--- src/rtl/branch_target_predictor_pkg.sv ---
// Shared definitions for the fetch-stage branch target predictor:
// predictor mode encodings and the saturating-counter operation codes.
package branch_target_predictor_pkg;

   localparam int BP_STATIC_NT = 0;
   localparam int BP_BTB       = 1;
   localparam int BP_BIMODAL   = 2;

   typedef enum logic [2:0] {
      CNT_HOLD,
      CNT_INC,
      CNT_DEC,
      CNT_SET_MAX,
      CNT_LOAD_INIT
   } cnt_op_e;

endpackage

--- src/rtl/bp_sat_counter.sv ---
// Next-value logic for one saturating prediction counter. Increment and
// decrement stop at the rails; set-max marks a jump as strongly taken and
// load-init gives a freshly allocated branch the weakly-taken value.
module bp_sat_counter
   import branch_target_predictor_pkg::*;
#(
   parameter int CNT_BITS = 2
) (
   input  cnt_op_e             op_i,
   input  logic [CNT_BITS-1:0] cnt_i,
   output logic [CNT_BITS-1:0] cnt_o
);

   localparam logic [CNT_BITS-1:0] CntMax  = '1;
   localparam logic [CNT_BITS-1:0] CntInit = CNT_BITS'(1) << (CNT_BITS - 1);

   // Pick the counter's next value from the requested operation, holding
   // at the top or bottom instead of wrapping around.
   always_comb begin
      cnt_o = cnt_i;
      unique case (op_i)
         CNT_INC: begin
            if (cnt_i != CntMax) begin
               cnt_o = cnt_i + CNT_BITS'(1);
            end
         end
         CNT_DEC: begin
            if (cnt_i != '0) begin
               cnt_o = cnt_i - CNT_BITS'(1);
            end
         end
         CNT_SET_MAX:   cnt_o = CntMax;
         CNT_LOAD_INIT: cnt_o = CntInit;
         default:       cnt_o = cnt_i;
      endcase
   end

endmodule

--- src/rtl/branch_target_predictor.sv ---
// Direct-mapped branch target buffer with per-entry saturating counters.
// Fetch looks the table up combinationally; the resolution stage feeds back
// one outcome per cycle, which updates the table, raises a flush when the
// carried prediction was wrong, and bumps the branch/mispredict statistics.
module branch_target_predictor
   import branch_target_predictor_pkg::*;
#(
   parameter int WORD_SIZE  = 16,
   parameter int INDEX_BITS = 4,
   parameter int CNT_BITS   = 2,
   parameter int MODE       = BP_BIMODAL
) (
   input  logic                 clk,
   input  logic                 reset_n,
   input  logic [WORD_SIZE-1:0] pc_i,
   output logic                 pred_hit_o,
   output logic                 pred_taken_o,
   output logic [WORD_SIZE-1:0] pred_next_pc_o,
   input  logic                 upd_valid_i,
   input  logic [WORD_SIZE-1:0] upd_pc_i,
   input  logic                 upd_is_ctrl_i,
   input  logic                 upd_is_jump_i,
   input  logic                 upd_taken_i,
   input  logic [WORD_SIZE-1:0] upd_target_i,
   input  logic [WORD_SIZE-1:0] upd_pred_next_pc_i,
   output logic                 flush_o,
   output logic [WORD_SIZE-1:0] redirect_pc_o,
   output logic [WORD_SIZE-1:0] num_ctrl_o,
   output logic [WORD_SIZE-1:0] num_mispred_o
);

   localparam int Entries = 1 << INDEX_BITS;
   localparam int TagBits = WORD_SIZE - INDEX_BITS;
   localparam logic [WORD_SIZE-1:0] StatMax = '1;

   logic                 entryValid_q  [Entries];
   logic [TagBits-1:0]   entryTag_q    [Entries];
   logic [WORD_SIZE-1:0] entryTarget_q [Entries];
   logic [CNT_BITS-1:0]  entryCnt_q    [Entries];

   logic [INDEX_BITS-1:0] lookupIdx;
   logic [TagBits-1:0]    lookupTag;
   logic                  lookupHit;
   logic                  lookupTaken;

   logic [INDEX_BITS-1:0] updIdx;
   logic [TagBits-1:0]    updTag;
   logic                  updHit;
   logic [WORD_SIZE-1:0]  actualNext;
   logic                  flushInt;

   logic                 writeEn;
   logic                 writeValid_d;
   logic [TagBits-1:0]   writeTag_d;
   logic [WORD_SIZE-1:0] writeTarget_d;
   logic [CNT_BITS-1:0]  writeCnt_d;
   cnt_op_e              cntOp;

   logic [WORD_SIZE-1:0] numCtrl_q;
   logic [WORD_SIZE-1:0] numCtrl_d;
   logic [WORD_SIZE-1:0] numMispred_q;
   logic [WORD_SIZE-1:0] numMispred_d;

   assign lookupIdx = pc_i[INDEX_BITS-1:0];
   assign lookupTag = pc_i[WORD_SIZE-1:INDEX_BITS];
   assign updIdx    = upd_pc_i[INDEX_BITS-1:0];
   assign updTag    = upd_pc_i[WORD_SIZE-1:INDEX_BITS];

   // Fetch-side lookup: a hit needs a valid entry with a matching tag, and
   // the taken decision depends on the predictor flavour. Reset holds the
   // prediction at fall-through regardless of what the flops contain.
   always_comb begin
      lookupHit   = reset_n & entryValid_q[lookupIdx] & (entryTag_q[lookupIdx] == lookupTag);
      lookupTaken = 1'b0;
      if (MODE == BP_BTB) begin
         lookupTaken = lookupHit;
      end else if (MODE == BP_BIMODAL) begin
         lookupTaken = lookupHit & entryCnt_q[lookupIdx][CNT_BITS-1];
      end
   end

   assign pred_hit_o     = lookupHit;
   assign pred_taken_o   = lookupTaken;
   assign pred_next_pc_o = lookupTaken ? entryTarget_q[lookupIdx] : pc_i + WORD_SIZE'(1);

   // Resolution side: work out where the instruction really went and flag a
   // redirect whenever that differs from the PC fetch guessed for it.
   always_comb begin
      updHit     = entryValid_q[updIdx] & (entryTag_q[updIdx] == updTag);
      actualNext = (upd_taken_i | upd_is_jump_i) ? upd_target_i : upd_pc_i + WORD_SIZE'(1);
      flushInt   = reset_n & upd_valid_i & (actualNext != upd_pred_next_pc_i);
   end

   assign flush_o       = flushInt;
   assign redirect_pc_o = actualNext;

   // Decide how the entry at the resolved index changes. Jumps always
   // (re)claim their slot as strongly taken, known branches train their
   // counter, new taken branches evict whatever aliased there, and a
   // non-branch that hits drops the stale entry so it stops predicting.
   always_comb begin
      writeEn       = 1'b0;
      writeValid_d  = entryValid_q[updIdx];
      writeTag_d    = entryTag_q[updIdx];
      writeTarget_d = entryTarget_q[updIdx];
      cntOp         = CNT_HOLD;
      if (upd_valid_i && (MODE != BP_STATIC_NT)) begin
         if (upd_is_ctrl_i) begin
            if (upd_is_jump_i) begin
               writeEn       = 1'b1;
               writeValid_d  = 1'b1;
               writeTag_d    = updTag;
               writeTarget_d = upd_target_i;
               cntOp         = CNT_SET_MAX;
            end else if (updHit) begin
               writeEn = 1'b1;
               if (upd_taken_i) begin
                  writeTarget_d = upd_target_i;
                  cntOp         = CNT_INC;
               end else begin
                  cntOp = CNT_DEC;
               end
            end else if (upd_taken_i) begin
               writeEn       = 1'b1;
               writeValid_d  = 1'b1;
               writeTag_d    = updTag;
               writeTarget_d = upd_target_i;
               cntOp         = CNT_LOAD_INIT;
            end
         end else if (updHit) begin
            writeEn      = 1'b1;
            writeValid_d = 1'b0;
         end
      end
   end

   bp_sat_counter #(
      .CNT_BITS(CNT_BITS)
   ) uSatCnt (
      .op_i (cntOp),
      .cnt_i(entryCnt_q[updIdx]),
      .cnt_o(writeCnt_d)
   );

   // Table storage lives in flops so the whole BTB can be cleared by the
   // asynchronous reset; only the single resolved entry is written per cycle.
   always_ff @(posedge clk or negedge reset_n) begin
      if (!reset_n) begin
         for (int i = 0; i < Entries; i++) begin
            entryValid_q[i]  <= 1'b0;
            entryTag_q[i]    <= '0;
            entryTarget_q[i] <= '0;
            entryCnt_q[i]    <= '0;
         end
      end else if (writeEn) begin
         entryValid_q[updIdx]  <= writeValid_d;
         entryTag_q[updIdx]    <= writeTag_d;
         entryTarget_q[updIdx] <= writeTarget_d;
         entryCnt_q[updIdx]    <= writeCnt_d;
      end
   end

   // Statistics counters stick at all-ones rather than wrapping, so a long
   // run never reports a misleadingly small number.
   always_comb begin
      numCtrl_d    = numCtrl_q;
      numMispred_d = numMispred_q;
      if (upd_valid_i && upd_is_ctrl_i && (numCtrl_q != StatMax)) begin
         numCtrl_d = numCtrl_q + WORD_SIZE'(1);
      end
      if (flushInt && (numMispred_q != StatMax)) begin
         numMispred_d = numMispred_q + WORD_SIZE'(1);
      end
   end

   // Register the statistics.
   always_ff @(posedge clk or negedge reset_n) begin
      if (!reset_n) begin
         numCtrl_q    <= '0;
         numMispred_q <= '0;
      end else begin
         numCtrl_q    <= numCtrl_d;
         numMispred_q <= numMispred_d;
      end
   end

   assign num_ctrl_o    = numCtrl_q;
   assign num_mispred_o = numMispred_q;

endmodule

--- config.mk ---
export PLATFORM = sky130hd
export DESIGN_NAME = branch_target_predictor
export DESIGN_NICKNAME = d
export VERILOG_FILES = /design/src/rtl/branch_target_predictor_pkg.sv /design/src/rtl/bp_sat_counter.sv /design/src/rtl/branch_target_predictor.sv
export SDC_FILE = /design/constraint.sdc
export NUM_CORES = 1
export LEC_CHECK = 0
export CORE_MARGIN = 2
export CORE_UTILIZATION = 60
export DETAILED_ROUTE_END_ITERATION = 10
export PLACE_DENSITY = 0.79
export SETUP_SLACK_MARGIN = 0.05
export SLEW_MARGIN = 20
export SYNTH_ARGS = -nofsm -noshare
export SYNTH_HDL_FRONTEND = slang
export SYNTH_SLANG_ARGS = --single-unit
--- constraint.sdc ---
create_clock -name clk -period 6.1 [get_ports clk]
set_input_delay 0.915 -clock clk [delete_from_list [all_inputs] [get_ports clk]]
set_output_delay 0.915 -clock clk [all_outputs]
set_load 0.05 [all_outputs]
==> impl_metrics.env, run 1 <==
export IMPL_status="finished, final reports clean"
export IMPL_finalSetupTns_ps=0
export IMPL_yosys_warnings=0
export IMPL_grt_max_degree=188
export IMPL_initial_utilization_pct=61.1
export IMPL_cts_path_max_buffers=3
export IMPL_cts_made_buffers=56
export IMPL_htree_levels=2
export IMPL_cts_resized=0
export IMPL_cts_root_buf="clkbuf_16"
export IMPL_fmax_ghz=0.175
export IMPL_seq_area_frac_synth_pct=44.0
export IMPL_hold_viol=0
export IMPL_place_hpwl_um=54000
export IMPL_synth_nets=2089
export IMPL_ir_drop_mv=0.217
export IMPL_postRouteAntennaNets=0
export IMPL_cts_setup_buffers=0
export IMPL_ff2ff_path_depth=8
export IMPL_critPathKind="input port to output port"
export IMPL_via_count=19500
export IMPL_fin_crit_ps=5720
export IMPL_drc=0
export IMPL_hold_path_class="input port to asynchronous set/reset pin"
export IMPL_worstPathRequired_ps=5180
export IMPL_grt_pass1_vias=20300
export IMPL_fp_dieH_um=228
export IMPL_p_leak_nw=15.2
export IMPL_cts_sinks=528
export IMPL_synth_cells=2012
export IMPL_cp_max_fo=23
export IMPL_place_area_um2=31900
export IMPL_routabilityCongestion=0.878
export IMPL_yosys_top_cells_area="dfrtp_1, mux4_2, mux2_2"
export IMPL_routed_via_density=6.95
export IMPL_rows=81
export IMPL_setup_viol=0
export IMPL_finalClockSkew_ps=25.5
export IMPL_fin_crit_sh_pct=93.7
export IMPL_fin_area_um2=33900
export IMPL_rsz0062_at_grt="false"
export IMPL_maxSlewViolCount=0
export IMPL_clk_pin_slew_ps=60
export IMPL_reg2reg_slack_ps=1970
export IMPL_final_layout_size_suffix_gt1_share_pct=46.3
export IMPL_fp_dieW_um=228
export IMPL_grt_pass1_wl_um=127000
export IMPL_async_flop_share_pct=100
export IMPL_synthFlopType="dfrtp_1"
export IMPL_clk_latency_ps=630
export IMPL_track_usage_pct=33.5
export IMPL_synth_top_area_cell="dfrtp_1"
export IMPL_antenna_found_initial=4
export IMPL_drt_iter0_markers=1942
export IMPL_r2r_end="entryTag_q[186]"
export IMPL_cts_tree="yes"
export IMPL_netlist_area_um2=30000
export IMPL_worst_slew_pin_transition_ps=1100
export IMPL_synth_distinct_cells=69
export IMPL_hold_buffers=0
export IMPL_totalWireLength_um=83700
export IMPL_num_io_pins=137
export IMPL_drv_cap=0
export IMPL_synth_area_per_cell_um2=14.9
export IMPL_portBuffers=136
export IMPL_slew_headroom_pct=24.8
export IMPL_power_density_nw_per_um2=284
export IMPL_synth_edf_count=0
export IMPL_synth_top_area_share_pct=44.0
export IMPL_dr_pass1_iters=5
export IMPL_areaGrowthSynthToFinish_pct=13.1
export IMPL_yosys_register_bits=528
export IMPL_wl_per_cell_um=29.9
export IMPL_core_area_um2=49200
export IMPL_worstSetupStartpointType="input port"
export IMPL_crit_arrival_ps=4800
export IMPL_final_nets=2166
export IMPL_reg2reg_from="entryTag_q[12]"
export IMPL_crit_path_end_kind="output port"
export IMPL_die_area_um2=51800
export IMPL_grt_overflow_total=0
## synth_stat cells (12+ instances only)
| cell type | count |
|---|---|
| and3_1 | 16 |
| buf_1 | 18 |
| xor2_1 | 33 |
| nor3_1 | 15 |
| buf_6 | 37 |
| inv_1 | 15 |
| nand2_1 | 58 |
| a22oi_1 | 13 |
| buf_2 | 40 |
| dfrtp_1 | 528 |
| clkbuf_1 | 61 |
| mux4_2 | 273 |
| mux2_1 | 47 |
| xnor2_1 | 51 |
| nand3_1 | 32 |
| nor2b_1 | 12 |
| nand4_1 | 15 |
| mux2i_1 | 45 |
| o21ai_0 | 17 |
| mux2_2 | 503 |
| nor2_1 | 36 |
## registers in the layout, summed over array words and instances (netlist names)
signal         flops
entryCnt_q        32
entryValid_q      16
num_mispred_o     16
entryTarget_q    256
entryTag_q       192
num_ctrl_o        16
## power breakdown
part	internal [mW]	total (mW)	switching, mW
registers	3.87	4.16	0.289
clock network	2.17	3.62	1.45
logic	0.905	1.87	0.966
total	6.94	9.65	2.70
## through the flow
step	std cells	total power, mW	hold slack, ps	setup WS, ps	util [%]
3_3_place_gp	2694	5.97	474	532	65.0
3_5_place_dp	2694	6.06	485	561	65.0
6_report	2801	9.65	295	385	69.1
5_1_grt	2801	9.99	323	363	69.1
2_1_floorplan	2012	5.42	470	275	-
4_1_cts	2798	9.67	308	543	69.0
## layer usage
metal  wire [um]  vias up  track usage, %
li1            -     7893               -
met1       32100    10300            44.6
met2       39600      991            53.0
met3        7630      246            7.64
met4        4390        4            15.5
met5          30        -               0
## worst max path at each step
stage                start      endpoint  slack, ps
6_report       upd_taken_i       flush_o        380
5_1_grt        upd_taken_i       flush_o        360
4_1_cts        upd_taken_i       flush_o        540
3_5_place_dp   upd_taken_i       flush_o        560
3_3_place_gp   upd_taken_i       flush_o        530
2_1_floorplan      pc_i[0]  pred_taken_o        270
## cells in the final DEF (no fill, tap or decap), drive strengths merged, types with 10 or more instances in the layout
| master | instances |
|---|---|
| mux2i | 45 |
| xor2 | 33 |
| xnor2 | 52 |
| clkdlybuf4s50 | 108 |
| o21ai | 17 |
| a31oi | 10 |
| a21oi | 10 |
| buf | 86 |
| clkinv | 16 |
| mux2 | 550 |
| dfrtp | 528 |
| nor2b | 12 |
| nor3 | 15 |
| nor2 | 46 |
| nand2 | 58 |
| nand4 | 15 |
| and3 | 16 |
| mux4 | 273 |
| clkbuf | 84 |
| nand3 | 33 |
| a22oi | 13 |
| inv | 16 |
## critical path, stage by stage
cell and delay (ps):
clkdlybuf4s50_1 740, or2_2 190, buf_4 270, o21ai_0 220, buf_4 190, xnor2_1 460
nand4_1 140, a2111oi_0 490, buf_4 220, or4b_1 470, and3_1 270, buf_4 210
## kinds of logic (layout without fill, tap and decap cells)
logic type / count (synthesis) / after routing / share of synthesized area (%)
buf+inv: 194 / 317 / 3.74
flops: 528 / 528 / 44.0
mux: 868 / 868 / 42.6
simple gates: 236 / 236 / 4.51
xor+xnor: 87 / 87 / 2.66
compound gates: 91 / 91 / 2.14
fa+ha+maj: 8 / 8 / 0.325
other cells: 0 / 2 / 0
## layout make-up
class                           instances  area (um^2)
Timing Repair Buffer                  195         2150
Antenna cell                            2         5.00
Tap cell                              664          831
Inverter                               18         67.6
Fill cell                            3243        15200
Sequential cell                       528        13200
Multi-Input combinational cell       1290        15700
Clock buffer                           83         1700
Clock inverter                         21          273
Note: power is estimated with default switching activity, not from simulation.
==> inputs of run 2 (changes only) <==
--- a/config.mk
+++ b/config.mk
@@ -5,8 +5,10 @@
 export SDC_FILE = /design/constraint.sdc
 export NUM_CORES = 1
 export LEC_CHECK = 0
+export CAP_MARGIN = 20
 export CORE_MARGIN = 2
 export CORE_UTILIZATION = 60
+export CTS_CLUSTER_DIAMETER = 150
 export DETAILED_ROUTE_END_ITERATION = 10
 export PLACE_DENSITY = 0.79
 export SETUP_SLACK_MARGIN = 0.05
==> impl_metrics.env, run 2 (same netlist as run 1, synthesis figures left out) <==
export IMPL_grt_max_degree=188
export IMPL_slew_headroom_pct=33.4
export IMPL_worst_slew_pin_transition_ps=997
export IMPL_final_cells=2802
export IMPL_p_switching_mw=2.70
export IMPL_wl_per_cell_um=29.9
export IMPL_dpl_cell_count=2694
export IMPL_num_io_pins=137
export IMPL_worst_path_buf_inv=5
export IMPL_setup_viol=0
export IMPL_via_count=19400
export IMPL_drc=0
export IMPL_combPwrFrac_pct=19.4
export IMPL_final_nets=2167
export IMPL_hold_path_class="input port to asynchronous set/reset pin"
export IMPL_use_met1_pct=44.6
export IMPL_cts_sinks=528
export IMPL_critPathMaxStageDelay_ps=640
export IMPL_core_area_um2=49200
export IMPL_fmax_ghz=0.175
export IMPL_grt_overflow_total=0
export IMPL_cts_path_max_buffers=3
export IMPL_totalWireLength_um=83700
export IMPL_track_usage_pct=33.5
export IMPL_worstSetupStartpointType="input port"
export IMPL_crit_arrival_ps=4810
export IMPL_cts_resized=0
export IMPL_use_met2_pct=53.0
export IMPL_postRouteAntennaNets=0
export IMPL_critPathKind="input port to output port"
export IMPL_worstPathCellList="clkdlybuf4s50_1 > or2_2 > buf_4 > o21ai_0 > buf_4 > xnor2_1 > nand4_1 > a2111oi_0 > buf_4 > or4b_1 > and3_1 > buf_4"
export IMPL_p_leak_nw=15.2
export IMPL_cp_slowest_cell="clkdlybuf4s50_1"
export IMPL_final_layout_size_suffix_gt1_share_pct=46.3
export IMPL_areaGrowthSynthToFinish_pct=13.1
export IMPL_finalSetupTns_ps=0
export IMPL_crit_top_cell="buf_4"
export IMPL_grt_pass1_vias=20300
export IMPL_ff2ff_path_depth=8
export IMPL_grt_util_met3_pct=7.64
export IMPL_final_cell_mix="dfrtp_1, mux2_2, mux4_2, clkdlybuf4s50_1"
export IMPL_critPathTopFamily="buffers and inverters"
export IMPL_initial_utilization_pct=61.1
export IMPL_r2r_end="entryTag_q[161]"
export IMPL_hold_viol=0
export IMPL_cts_root_buf="clkbuf_16"
export IMPL_whs_ps=297
export IMPL_power_density_nw_per_um2=284
export IMPL_fillers=3243
export IMPL_drt_iter0_markers=1930
export IMPL_largest_register_ffs=256
export IMPL_routed_via_density=6.94
export IMPL_maxSlewViolCount=0
export IMPL_clk_pin_slew_ps=60
export IMPL_seqPwrFrac_pct=43.1
export IMPL_fin_crit_sh_pct=93.8
export IMPL_worstPathRequired_ps=5180
export IMPL_p_clk_share_pct=37.5
export IMPL_gr_max_usage_layer="met2"
export IMPL_portBuffers=136
export IMPL_regMostFlops="entryTarget_q"
export IMPL_antenna_found_initial=4
export IMPL_htree_levels=2
export IMPL_cts_setup_buffers=0
export IMPL_routabilityCongestion=0.878
export IMPL_fin_crit_ps=5720
export IMPL_status="finished, final reports clean"
export IMPL_reg2reg_slack_ps=1980
export IMPL_reg2reg_from="entryTag_q[12]"
export IMPL_grt_pass1_wl_um=127000
export IMPL_rsz0062_at_grt="false"
export IMPL_cts_tree="yes"
export IMPL_drv_cap=0
export IMPL_fp_dieH_um=228
export IMPL_finalClockSkew_ps=23.1
export IMPL_ir_drop_mv=0.218
export IMPL_rows=81
export IMPL_top_regs="entryTarget_q: 256 flops, entryTag_q: 192 flops, entryCnt_q: 32 flops"
export IMPL_cp_max_fo=23
export IMPL_hold_buffers=0
export IMPL_clk_latency_ps=630
export IMPL_fp_dieW_um=228
export IMPL_die_area_um2=51800
export IMPL_dr_pass1_iters=5
export IMPL_place_hpwl_um=54000
export IMPL_p_sw_share_pct=28.0
export IMPL_p_total_mw=9.64
export IMPL_cts_made_buffers=56
export IMPL_layout_commonest_cell="dfrtp_1"
export IMPL_crit_path_end_kind="output port"
export IMPL_intPower_mw=6.95
## run 2: cell type report
class                   instances  area [um^2]  share of cell area, %
diodes                          2         5.00                 0.0147
clock buffers                  83         1700                   4.99
well taps                     664          831                   2.45
repair buffers                196         2160                   6.35
inverters                      18         67.6                  0.199
clock inverters                21          273                  0.803
multi-input cells            1290        15700                   46.3
flip-flops and latches        528        13200                   38.9
## run 2: power by group through the flow
stage                     logic (mW)  registers [mW]  clock network, mW
after floorplan                 1.18            4.24                  0
after global placement          1.80            4.17                  0
after detailed placement        1.85            4.21                  0
after CTS                       1.86            4.15               3.66
after global routing            1.98            4.21               3.80
final                           1.87            4.16               3.61
## run 2: per-layer routing
layer	vias up	wire, um	share of wire (%)
met2	974	39500	47
met3	244	7650	9.1
met1	10300	32100	38
met4	4	4370	5.2
li1	7902	-	-
met5	-	30	0.036
## run 2: stage by stage
step	setup slack, ps	utilization (%)	cell area [um^2]
2_1_floorplan	275	-	30000
3_3_place_gp	532	65.0	31900
3_5_place_dp	561	65.0	31900
4_1_cts	543	69.0	33900
5_1_grt	363	69.1	34000
6_report	379	69.1	34000
## run 2: worst reg2reg max path, cell delays in order, from the launching register on
cell,delay (ps)
dfrtp_1,400
mux4_2,470
mux4_2,530
xnor2_2,200
nor4_1,80
and4b_1,300
a21boi_4,800
nand3b_4,800
mux2_2,420
## run 2: worst max path at each step
stage	startpoint	end	slack (ps)	depth (start not counted)
2_1_floorplan	pc_i[0]	pred_taken_o	270	11
3_3_place_gp	upd_taken_i	flush_o	530	12
3_5_place_dp	upd_taken_i	flush_o	560	12
4_1_cts	upd_taken_i	flush_o	540	12
5_1_grt	upd_taken_i	flush_o	360	12
6_report	upd_taken_i	flush_o	380	12
==> inputs of run 3 (changes only) <==
==> constraint.sdc (replaced) <==
create_clock -name clk -period 6.3 [get_ports clk]
set_input_delay 0.945 -clock clk [delete_from_list [all_inputs] [get_ports clk]]
set_output_delay 0.945 -clock clk [all_outputs]
set_load 0.05 [all_outputs]
==> impl_metrics.env, run 3 (same netlist as run 1, synthesis figures left out) <==
export IMPL_status="finished, final reports clean"
export IMPL_cts_tree="yes"
export IMPL_crit_arrival_ps=5180
export IMPL_num_io_pins=137
export IMPL_intPower_mw=6.58
export IMPL_worstSetupStartpointType="input port"
export IMPL_core_area_um2=49200
export IMPL_p_switching_mw=2.59
export IMPL_worstPathRequired_ps=5350
export IMPL_fp_dieH_um=228
export IMPL_fp_dieW_um=228
export IMPL_top_regs="entryTarget_q: 256 flops, entryTag_q: 192 flops, entryCnt_q: 32 flops"
export IMPL_die_area_um2=51800
export IMPL_regMostFlops="entryTarget_q"
export IMPL_p_leak_nw=15.1
export IMPL_cts_root_buf="clkbuf_16"
export IMPL_hold_path_class="input port to asynchronous set/reset pin"
export IMPL_routabilityCongestion=0.897
export IMPL_crit_path_end_kind="output port"
export IMPL_fillers=3281
export IMPL_cts_sinks=528
export IMPL_place_area_um2=31900
export IMPL_via_count=19500
export IMPL_fin_util_pct=68.8
export IMPL_rsz0062_at_grt="false"
export IMPL_p_total_mw=9.17
export IMPL_dpl_cell_count=2695
export IMPL_cp_max_fo=24
export IMPL_drv_cap=0
export IMPL_r2r_end="entryTarget_q[229]"
export IMPL_fin_crit_sh_pct=97.3
export IMPL_regArea_um2=13200
export IMPL_htree_levels=2
export IMPL_power_density_nw_per_um2=271
export IMPL_layout_commonest_cell="dfrtp_1"
export IMPL_initial_utilization_pct=61.1
export IMPL_hold_viol=0
export IMPL_routed_via_density=6.96
export IMPL_track_usage_pct=33.9
export IMPL_maxSlewViolCount=0
export IMPL_drc=0
export IMPL_ff2ff_path_depth=9
export IMPL_grt_overflow_total=0
export IMPL_antenna_found_initial=6
export IMPL_grt_pass1_wl_um=128000
export IMPL_cts_made_buffers=55
export IMPL_wl_per_cell_um=30.3
export IMPL_fin_area_um2=33800
export IMPL_critPathKind="input port to output port"
export IMPL_place_hpwl_um=55200
export IMPL_drt_iter0_markers=2001
export IMPL_hold_buffers=0
export IMPL_multi_input_area_um2=15700
export IMPL_rows=81
export IMPL_final_cells=2798
export IMPL_finalClockSkew_ps=27.2
export IMPL_final_layout_size_suffix_gt1_share_pct=46.2
export IMPL_p_sw_share_pct=28.3
export IMPL_cts_path_max_buffers=3
export IMPL_finalSetupTns_ps=0
export IMPL_dr_pass1_iters=5
export IMPL_ir_drop_mv=0.223
export IMPL_combPwrFrac_pct=19.7
export IMPL_clk_pin_slew_ps=60
export IMPL_areaGrowthSynthToFinish_pct=12.6
export IMPL_postRouteAntennaNets=0
export IMPL_final_cell_mix="dfrtp_1, mux2_2, mux4_2, clkdlybuf4s50_1, nand2_1"
export IMPL_fin_crit_ps=6130
export IMPL_final_nets=2165
export IMPL_largest_register_ffs=256
export IMPL_portBuffers=136
export IMPL_clk_latency_ps=630
export IMPL_slew_headroom_pct=34.5
export IMPL_reg2reg_from="entryTag_q[60]"
export IMPL_grt_pass1_vias=20500
export IMPL_setup_viol=0
export IMPL_seqPwrFrac_pct=44.0
export IMPL_totalWireLength_um=84900
export IMPL_grt_max_degree=159
export IMPL_p_clk_share_pct=36.3
export IMPL_worst_slew_pin_transition_ps=982
export IMPL_fmax_ghz=0.163
export IMPL_reg2reg_slack_ps=2150
-- run 3: power by group through the flow --
stage,Sequential [mW],Clock [mW],Combinational [mW]
2_1_floorplan,4.11,0,1.14
3_3_place_gp,4.05,0,1.74
3_5_place_dp,4.08,0,1.79
4_1_cts,4.03,3.36,1.79
5_1_grt,4.08,3.50,1.91
6_report,4.03,3.33,1.81
-- run 3: final cells by class --
| class | count | share of cell area, % |
|---|---|---|
| clock inverter | 13 | 0.474 |
| multi-input combinational | 1290 | 46.5 |
| sequential | 528 | 39.1 |
| antenna | 5 | 0.0370 |
| clock buffer | 85 | 5.00 |
| inverter | 18 | 0.200 |
| tap | 664 | 2.46 |
| timing repair buffer | 195 | 6.26 |
-- run 3: repair_timing --
item / 4_1_cts / 5_1_grt
gates resized for setup: 0 / 1
buffers inserted: 0 / 0
endpoints found under the setup margin: 0 / 1
-- run 3: worst max path at each step --
stage / slack (ps) / cells after the start / startpoint / end
floorplan: 410 / 11 / pc_i[0] / pred_taken_o
global placement: -70 / 12 / upd_pc_i[1] / flush_o
detailed placement: 130 / 12 / upd_pc_i[1] / flush_o
CTS: 110 / 12 / upd_pc_i[1] / flush_o
global route: 60 / 12 / upd_pc_i[1] / flush_o
finish: 170 / 12 / upd_pc_i[1] / flush_o
-- run 3: critical path, stage by stage --
cell	delay, ps
buf_6	280
clkinv_1	360
ha_1	390
or3b_2	470
and3_1	190
nor4b_1	480
nand4_1	180
a2111oi_2	710
buf_4	210
or4b_1	480
and3_1	270
buf_4	210
-- run 3: routing by layer --
metal | vias to the layer above | GRT usage (%) | routed length (um) | share of wire (%)
met5 | - | 0 | 45 | 0.053
met4 | 6 | 18.1 | 4500 | 5.3
met3 | 278 | 10.0 | 8950 | 11
met2 | 1068 | 52.5 | 39600 | 47
met1 | 10200 | 43.6 | 31800 | 37
li1 | 7889 | - | - | -
-- run 3: through the flow --
step	setup WS (ps)	hold WS [ps]
2_1_floorplan	415	470
5_1_grt	59.7	370
3_3_place_gp	-70.4	479
6_report	172	312
3_5_place_dp	126	482
4_1_cts	107	331
